[src/rtl/alu_pkg.sv]
// alu_pkg: constants shared between the operand stage and the ALU.
//   - Datapath, register-file, opcode, flag and immediate widths.
//   - PSR flag bit positions, ordered {C,L,F,Z,N} from bit4 down to bit0.
//   - Opcode encodings the ALU decodes. The operand stage passes opcodes
//     through untouched.
package alu_pkg;

    localparam int BIT_WIDTH    = 16;
    localparam int REG_COUNT    = 16;
    localparam int OPCODE_WIDTH = 8;
    localparam int FLAG_WIDTH   = 5;
    localparam int IMM_WIDTH    = 8;

    localparam int FLAG_C = 4;
    localparam int FLAG_L = 3;
    localparam int FLAG_F = 2;
    localparam int FLAG_Z = 1;
    localparam int FLAG_N = 0;

    localparam logic [OPCODE_WIDTH-1:0] OP_AND  = 8'h01;
    localparam logic [OPCODE_WIDTH-1:0] OP_OR   = 8'h02;
    localparam logic [OPCODE_WIDTH-1:0] OP_XOR  = 8'h03;
    localparam logic [OPCODE_WIDTH-1:0] OP_ADD  = 8'h05;
    localparam logic [OPCODE_WIDTH-1:0] OP_ADDU = 8'h06;
    localparam logic [OPCODE_WIDTH-1:0] OP_SUB  = 8'h09;
    localparam logic [OPCODE_WIDTH-1:0] OP_CMP  = 8'h0B;
    localparam logic [OPCODE_WIDTH-1:0] OP_MOV  = 8'h0D;
    localparam logic [OPCODE_WIDTH-1:0] OP_LSH  = 8'h84;

endpackage

[src/rtl/regfile_2r1w.sv]
// regfile_2r1w: register array with two asynchronous read ports and one
// synchronous write port.
//   clk, reset          rising-edge clock, synchronous active-high clear
//   we, waddr, wdata    write port. A write in a reset cycle is dropped.
//   raddr_a / rdata_a   read port A (combinational)
//   raddr_b / rdata_b   read port B (combinational)
// A read of the address being written in the same cycle returns the old
// value. Forwarding, if wanted, is done by the instantiating stage.
module regfile_2r1w #(
    parameter int BIT_WIDTH = alu_pkg::BIT_WIDTH,
    parameter int REG_COUNT = alu_pkg::REG_COUNT
) (
    input  logic                         clk,
    input  logic                         reset,
    input  logic                         we,
    input  logic [$clog2(REG_COUNT)-1:0] waddr,
    input  logic [BIT_WIDTH-1:0]         wdata,
    input  logic [$clog2(REG_COUNT)-1:0] raddr_a,
    output logic [BIT_WIDTH-1:0]         rdata_a,
    input  logic [$clog2(REG_COUNT)-1:0] raddr_b,
    output logic [BIT_WIDTH-1:0]         rdata_b
);
    import alu_pkg::*;

    logic [REG_COUNT-1:0][BIT_WIDTH-1:0] mem;

    always_ff @(posedge clk) begin
        if (reset) begin
            mem <= '0;
        end else if (we) begin
            mem[waddr] <= wdata;
        end
    end

    assign rdata_a = mem[raddr_a];
    assign rdata_b = mem[raddr_b];

endmodule

[src/rtl/alu_operand_stage.sv]
// alu_operand_stage: operand fetch/issue stage in front of the ALU, with the PSR.
//   id_*   decoder side. Register addresses, raw immediate and its select and
//          extension controls, and a valid/ready handshake.
//   ex_*   one-deep registered slot feeding the ALU: opcode, Rdest,
//          Rsrc_Imm and destination address, with a valid/ready handshake.
//   wb_*   ALU result writeback into the register file.
//   flags_in / flags_we / psr
//          ALU flags merged into the PSR under a per-bit mask.
// Optional feature macro: REGFILE_BYPASS_EN. When it is defined, a
// same-cycle writeback to an address being read is forwarded into the
// accepted operand. When it is not defined, the read returns the pre-write
// value.
module alu_operand_stage #(
    parameter int BIT_WIDTH    = alu_pkg::BIT_WIDTH,
    parameter int REG_COUNT    = alu_pkg::REG_COUNT,
    parameter int OPCODE_WIDTH = alu_pkg::OPCODE_WIDTH,
    parameter int FLAG_WIDTH   = alu_pkg::FLAG_WIDTH,
    parameter int IMM_WIDTH    = alu_pkg::IMM_WIDTH
) (
    input  logic                         clk,
    input  logic                         reset,
    input  logic                         id_valid,
    output logic                         id_ready,
    input  logic [OPCODE_WIDTH-1:0]      id_opcode,
    input  logic [$clog2(REG_COUNT)-1:0] id_rdest_addr,
    input  logic [$clog2(REG_COUNT)-1:0] id_rsrc_addr,
    input  logic [IMM_WIDTH-1:0]         id_imm,
    input  logic                         id_use_imm,
    input  logic                         id_imm_signed,
    output logic                         ex_valid,
    input  logic                         ex_ready,
    output logic [OPCODE_WIDTH-1:0]      ex_opcode,
    output logic [BIT_WIDTH-1:0]         ex_rdest,
    output logic [BIT_WIDTH-1:0]         ex_rsrc_imm,
    output logic [$clog2(REG_COUNT)-1:0] ex_dest_addr,
    input  logic                         wb_en,
    input  logic [$clog2(REG_COUNT)-1:0] wb_addr,
    input  logic [BIT_WIDTH-1:0]         wb_data,
    input  logic [FLAG_WIDTH-1:0]        flags_in,
    input  logic [FLAG_WIDTH-1:0]        flags_we,
    output logic [FLAG_WIDTH-1:0]        psr
);
    import alu_pkg::*;

    logic                 accept;
    logic [BIT_WIDTH-1:0] rdest_rd, rsrc_rd;
    logic [BIT_WIDTH-1:0] rdest_op, rsrc_op;
    logic [BIT_WIDTH-1:0] imm_ext, rsrc_imm;

    regfile_2r1w #(.BIT_WIDTH(BIT_WIDTH), .REG_COUNT(REG_COUNT)) u_rf (
        .clk     (clk),
        .reset   (reset),
        .we      (wb_en),
        .waddr   (wb_addr),
        .wdata   (wb_data),
        .raddr_a (id_rdest_addr),
        .rdata_a (rdest_rd),
        .raddr_b (id_rsrc_addr),
        .rdata_b (rsrc_rd)
    );

    // The slot can take a new instruction when it is empty or is being
    // drained this cycle. id_valid is deliberately not part of this term.
    assign id_ready = !ex_valid || ex_ready;
    assign accept   = id_valid && id_ready;

`ifdef REGFILE_BYPASS_EN
    assign rdest_op = (wb_en && wb_addr == id_rdest_addr) ? wb_data : rdest_rd;
    assign rsrc_op  = (wb_en && wb_addr == id_rsrc_addr)  ? wb_data : rsrc_rd;
`else
    assign rdest_op = rdest_rd;
    assign rsrc_op  = rsrc_rd;
`endif

    assign imm_ext  = id_imm_signed
                    ? {{(BIT_WIDTH-IMM_WIDTH){id_imm[IMM_WIDTH-1]}}, id_imm}
                    : {{(BIT_WIDTH-IMM_WIDTH){1'b0}}, id_imm};
    assign rsrc_imm = id_use_imm ? imm_ext : rsrc_op;

    // Slot register. While valid and not drained, every ex_* field holds.
    always_ff @(posedge clk) begin
        if (reset) begin
            ex_valid     <= 1'b0;
            ex_opcode    <= '0;
            ex_rdest     <= '0;
            ex_rsrc_imm  <= '0;
            ex_dest_addr <= '0;
        end else if (accept) begin
            ex_valid     <= 1'b1;
            ex_opcode    <= id_opcode;
            ex_rdest     <= rdest_op;
            ex_rsrc_imm  <= rsrc_imm;
            ex_dest_addr <= id_rdest_addr;
        end else if (ex_ready) begin
            ex_valid     <= 1'b0;
        end
    end

    // Each PSR bit is updated only under its own mask bit. The ALU may drive
    // x on flags it does not define, so a masked-off bit must never read
    // flags_in.
    always_ff @(posedge clk) begin
        if (reset) begin
            psr <= '0;
        end else begin
            for (int i = 0; i < FLAG_WIDTH; i++) begin
                if (flags_we[i]) psr[i] <= flags_in[i];
            end
        end
    end

endmodule
[config.mk]
export PLATFORM = sky130hd
export DESIGN_NAME = alu_operand_stage
export DESIGN_NICKNAME = d
export VERILOG_FILES = /design/src/rtl/alu_pkg.sv /design/src/rtl/regfile_2r1w.sv /design/src/rtl/alu_operand_stage.sv
export SDC_FILE = /design/constraint.sdc
export NUM_CORES = 1
export LEC_CHECK = 0
export CORE_UTILIZATION = 59
export DETAILED_ROUTE_END_ITERATION = 7
export PLACE_DENSITY = 0.8
export SETUP_SLACK_MARGIN = 0.3
export SYNTH_ARGS = -nofsm -noshare
export SYNTH_HDL_FRONTEND = slang
export SYNTH_SLANG_ARGS = --single-unit
[constraint.sdc]
create_clock -name clk -period 2.1 [get_ports clk]
set_clock_uncertainty 0.2 [all_clocks]
set_input_delay 0.42 -clock clk [delete_from_list [all_inputs] [get_ports clk]]
set_output_delay 0.42 -clock clk [all_outputs]
set_load 0.005 [all_outputs]
==> reports/metrics.cfg <==
[outcome]
status = finished with violations
violations = DRC

[power_and_ir_drop]
ir_drop_mv = 0.619
leakage_uw = 0.00660
p_per_area_nw_per_um2 = 753

[grt]
gr-usage-all-layers_pct = 39.7
grt_max_degree = 102
grt_pass1_wl_mm = 79.4
grt_pass1_vias = 14300
antenna_found_initial = 2
gr-total-overflow = 0

[route]
dr_total_vias = 14500
routed_wl_mm = 51.5
first_iter_violations = 2267
first_pass_iters = 8
avgViaCountPerCell = 6.64
ant_nets = 0
drc_errors = 2
wire_per_inst_um = 23.6

[logic_synthesis]
ys_async_sr_fraction_pct = 0
avgSynthCellArea_um2 = 8.85
synthCells = 1684
yosys_warnings = 0
synth_nets = 1745
synth.distinct_cells = 44
yosysSeqAreaShare_pct = 41.1
synthFlopType = dfxtp_1
ys_seq_elements = 306
synth_edf_count = 0
syn_area_um2 = 14900

[worst_setup_path]
cp_slowest_cell = dfxtp_2
path_delay_family = flip-flops
cp_max_fo = 5
critPathBufInv = 2
end_kind = output port
path_class = flip-flop to output port
max_stage_delay_ns = 0.32
crit_chain = buf_4 > nand2b_4 > buf_6
required_ns = 1.48
worstPathArrival_ns = 1.20
worst_setup_path_start_kind = flip-flop

[floorplan]
die-area_um2 = 25900
die_w_um = 161
boundaryPins = 112
dieHeight_um = 161
initial_core_util_pct = 60.8
core_um2 = 24500
fp-row-count = 57

[clock_network]
tritoncts = built
htree_levels = 1
path_clk_slew_ns = 0.06
postCtsHoldBufs = 0
cts.path.max_buffers = 3
insertion_delay_ns = 0.57
cts_root_buf = clkbuf_16
cts_buffers = 31
clock_sinks = 306

[flow_run]
max_cap_violations = 0

[min_path]
hold_class = input pin to flip-flop

[sta]
slew_violations = 0
fin_crit_ns = 1.82
fmax_mhz = 551
holdWs_ns = 0.0298
rsz0062_at_grt = true
setup_viol = 0
relSlewSlack_pct = 59.0
period_share_pct = 86.5
hold_violations = 0
worst_pin_slew_ns = 0.615

[placed_design]
dp_hpwl_mm = 34.2
port-buffer-count = 111
dp.cells = 2118
routabilityCongestion = 0.988

[final_layout]
drive_above_1_share_pct = 19.3
nets = 1890
instances_no_fill = 2181
area_delta_synth_final_pct = 23.0

[layout make-up]
| class | instances | area (µm²) |
|---|---|---|
| Timing Repair Buffer | 265 | 2550 |
| Clock inverter | 13 | 274 |
| Sequential cell | 306 | 6140 |
| Tap cell | 324 | 405 |
| Antenna cell | 3 | 7.51 |
| Clock buffer | 45 | 938 |
| Multi-Input combinational cell | 1215 | 7980 |
| Inverter | 10 | 37.5 |
| Fill cell | 1654 | 6200 |
[routing by layer]
metal | track usage (%) | up-vias | wire length, µm
met5 | 0 | - | 0
li1 | - | 6165 | -
met3 | 13.1 | 286 | 7520
met4 | 18.8 | 0 | 2770
met1 | 49.5 | 6890 | 18200
met2 | 62.1 | 1148 | 23100
[kinds of logic (layout without fill, tap and decap cells)]
group                  Yosys count  after routing  synth area share, %
multiplexers                   196            196                 22.1
other                            0              3                    0
buffers and inverters          163            333                 5.54
flip-flops                     306            306                 41.1
AND/OR/NAND/NOR                662            662                 18.1
AO/OA/AOI/OAI                  357            357                 13.2
[sequential cells by signal (all words and copies together) (netlist names)]
register and flops:
ex_dest_addr 4, ex_opcode 8, ex_rdest 16, ex_rsrc_imm 16, ex_valid 1, psr 5
u_rf.mem 256
[placed cells by master (no fill, tap or decap), drive strengths merged, types with 8 or more instances in the layout]
cell type and instances:
nand2 566, dfxtp 306, a21oi 275, buf 161, mux4 106, mux2i 89, clkdlybuf4s50 50, clkbuf 49
dlygate4sd2 34, nor2 30, nand3 23, o221ai 16, o22ai 16, a211oi 15, clkdlybuf4s15 15, inv 11
nand2b 11, a31oi 10, o21ai 9, bufinv 8
[through the flow]
step | worst slack, ns | util (%) | total power, µW | setup TNS, ns | cell area, µm²
finish | 0.285 | 74.7 | 13800 | 0 | 18300
global route | 0.255 | 74.7 | 14100 | 0 | 18300
CTS | 0.136 | 74.5 | 13700 | 0 | 18300
detailed placement | -0.412 | 69.7 | 7430 | -30.29 | 17100
global placement | -0.315 | 69.7 | 7390 | -18.72 | 17100
floorplan | 0.301 | - | 6860 | 0 | 15000
[worst paths after layout]
path                                     end    startpoint  cells after the start  slack, ns
worst min-delay path            ex_opcode[3]         reset                      2       0.03
worst min register to register  ex_opcode[4]  ex_opcode[4]                      2       0.26
worst max-delay path                id_ready      ex_valid                      3       0.28
worst max register to register   ex_rdest[1]  u_rf.mem[17]                      3       0.37
[timing repair]
item                                    in CTS  in global routing
gates resized for setup                     65                 31
endpoints found under the setup margin      61                 54
pin swaps                                    0                  2
buffers inserted                             2                  0
hold endpoints to repair                     0                  0
[synthesized netlist by cell type, types with 4 or more instances]
library cell / count / area share, %
o22ai_1: 16 / 0.67
buf_4: 15 / 0.76
o21bai_1: 6 / 0.30
mux4_2: 106 / 16
clkbuf_8: 10 / 0.92
nand2_1: 566 / 14
inv_1: 10 / 0.25
nand2b_1: 11 / 0.46
mux2i_1: 89 / 6.0
buf_1: 12 / 0.30
a211oi_1: 15 / 0.76
buf_2: 40 / 1.3
o221ai_1: 16 / 0.94
o2111ai_1: 7 / 0.41
o21ai_0: 9 / 0.30
nor2_1: 24 / 0.60
clkbuf_1: 75 / 1.9
nand3_1: 23 / 0.77
a31oi_1: 10 / 0.42
dfxtp_1: 306 / 41
nor4_1: 6 / 0.25
a21oi_1: 275 / 9.2
nor2b_1: 4 / 0.17
[where the power goes]
group	internal (µW)	switching [µW]
Combinational	584	763
Sequential	5910	77.8
Clock	4070	2390
Total	10600	3230
No activity file was read; power rests on OpenSTA's default activity.
==> patch (same flow settings) <==
The option `REGFILE_BYPASS_EN` is turned on by a define.
--- a/src/rtl/alu_operand_stage.sv
+++ b/src/rtl/alu_operand_stage.sv
@@ -12,2 +12,4 @@
 // value.
+`define REGFILE_BYPASS_EN
+
 module alu_operand_stage #(
Function: changed (Yosys sat finds a counterexample within 4 cycles, from zero or initial values and one cycle with reset high).
==> patch against the unedited design <==
Die area is 1.6% higher. Wire length grew 12%. Sequential cell count is the same. Setup slack got worse by 40 ps. Maximum frequency shrank 2.2%. Power down 0.33%. Critical path depth increased by 2. Area after synthesis grew 1.6%. Final area increased by 6.8%. Highest routed layer unchanged.
==> patch: results (changes against the unedited design) <==
| Metric | Value |
|---|---|
| Ys async rst share | 0 (unchanged) |
| Post-DP HPWL | 37800 um (+11%) |
| Avg Inst Size Synth | 9.21 sq um (+4.1%) |
| H-tree Lvls | 1 (unchanged) |
| Hold/Removal Path Class | in -> reg |
| Vias in the first global route | 14800 (+4.0%) |
| Nets | 1905 (+0.79%) |
| Fillers | 1555 (-6.0%) |
| Depth of the worst hold-timing path | 3 (+1) |
| Synthesis Warnings | 0 (unchanged) |
| Worst-path clk slew | 70 ps |
| Worst Hold Endpoint | ex_dest_addr[2] |
| Port bufs | 111 (unchanged) |
| Critical Path AT | 2120 ps (+920 ps) |
| Worst reg2reg endpoint | ex_rdest[8] |
| Ys flop type | dfxtp_1 |
| DP Area | 18200 sq um (+6.2%) |
| VDD IR max | 0.864 mV (+40%) |
| Global-route wire length before repair | 85800 um (+8.1%) |
| TritonRoute pass-1 iters | 6 (-2) |
| CTS buffer count | 31 (unchanged) |
| Layout cell share with drive strength beyond 1 | 0.278 (+0.0847) |
| Cells on worst reg2reg path | 5 (+2) |
| Diodes inserted | 0 (-3) |
| Vias per cell | 6.79 (+2.1%) |
| Worst-case clock buffer depth | 3 (unchanged) |
| Top cells by area, synth | dfxtp_1 (40%), mux4_2 (19%), nand2_1 (12%) |
| Crit path max fanout | 3 (-2) |
| Clock latency on the worst-skew pair | about 580 ps |
| Hold slack | 145 ps (+115 ps) |
| Top flop regs | u_rf.mem: 256 flops, ex_rdest: 16 flops, ex_rsrc_imm: 16 flops |
| Worst slew pin tran | 542 ps (-73.0 ps) |
| Peak per-stage delay on the critical path | 490 ps (+170 ps) |
| Final setup vio count | 0 (unchanged) |
| Net switching power figure | 3520 uW (+8.9%) |
| Final RePlAce weighted congestion | 1.01 (+1.8%) |
| Hold_sp | id_rdest_addr[2] |
| Crit path max-delay family | compound AO/OA/AOI/OAI gates |
| Leakage power | 0.00709 uW (+7.3%) |
| Placed insts | 2131 (+0.61%) |
| Count of different cell masters after synthesis | 47 (+6.8%) |
| Status | completed |
| Pin count of the biggest net entering global routing | 98 (-3.9%) |
| Syn_nets | 1705 (-2.3%) |
| Total track usage | 0.436 (+0.0385) |
| Clock root buffer | clkbuf_16 |
| Post-synthesis sequential area ratio | 0.404 (-0.00652) |
| Fin cells | 2198 (+0.78%) |
| Synth cell count leaders | nand2_1 (496), dfxtp_1 (306), a21oi_1 (244) |
| Initial antenna violation count | 0 (-2) |
| WL/cell | 26.3 um (+11%) |
| R2r setup slk | 240 ps (-130 ps) |
| CP max stage cell | mux4_2 |
| Starting DRC count in detailed routing | 2288 (+0.93%) |
| FF-to-FF Start | u_rf.mem[120] |
patch: changes by cell type after synthesis, sizes merged, moves of 31 or more:
cell	delta
nor2	+72
nand2	-69
mux2i	-51
a221oi	+36
a21oi	-31
patch: power by group through the flow:
stage                     Combinational [uW]  Clock, uW  Sequential, uW
after floorplan                          877          0            6120
after global placement                  1610          0            6140
after detailed placement                1640          0            6140
after CTS                               1650       5980            6010
after global routing                    1800       6220            6030
final                                   1730       6000            6020
patch: what timing repair did:
| action | 4_1_cts | 5_1_grt |
|---|---|---|
| resized for setup | 99 | 57 |
| hold buffers | 1 | 0 |
| hold endpoints to repair | 16 | 0 |
| endpoints found under the setup margin | 332 | 77 |
| pin swaps | 9 | 9 |
| buffers inserted | 7 | 1 |
| gates cloned | 1 | 0 |
patch: kinds of logic after synthesis:
family / share of synthesized area
mux: 0.215
xor+xnor: 0.00463
simple gates: 0.171
compound gates: 0.151
flops: 0.404
buf+inv: 0.0537
patch: worst reg2reg max path: stages, from the launching register on:
cell and delay, ps:
dfxtp_2 330, mux4_2 490, a22o_1 250, a221oi_2 210, buf_4 190, a2111oi_2 70
patch: how the worst max path moves through the flow:
stage	cells after the start	from	to	slack [ps]
CTS	4	ex_ready	id_ready	110
detailed placement	5	id_rsrc_addr[1]	ex_rsrc_imm[1]	-600
finish	5	u_rf.mem[120]	ex_rdest[8]	240
global placement	5	id_rsrc_addr[1]	ex_rsrc_imm[5]	-490
global route	4	u_rf.mem[247]	ex_rsrc_imm[7]	210
floorplan	7	id_rdest_addr[0]	ex_rdest[11]	20
patch: area by class of cell:
class                      count  area, sq um  area share
timing repair buffer         323         3300       0.169
clock inverter                21          277      0.0141
clock buffer                  36          815      0.0416
sequential                   306         6150       0.314
inverter                      16         60.1     0.00307
tap                          330          413      0.0211
multi-input combinational   1166         8550       0.437
patch: metal layers:
metal / wire length, um / GRT usage / vias up
li1: - / - / 6210
met1: 19300 / 0.513 / 7103
met2: 26400 / 0.678 / 1248
met3: 6980 / 0.0991 / 353
met4: 5130 / 0.368 / 0
met5: 0 / 0 / -
patch: per-stage QoR:
step                      worst slack [ps]  total power, uW   util  setup TNS, ps
after floorplan                       20.7             7000      -              0
after global routing                   208            14000  0.777              0
after CTS                              111            13600  0.770              0
after detailed placement              -601             7790  0.721        -109640
after global placement                -491             7750  0.721         -97080
final                                  244            13800  0.777              0
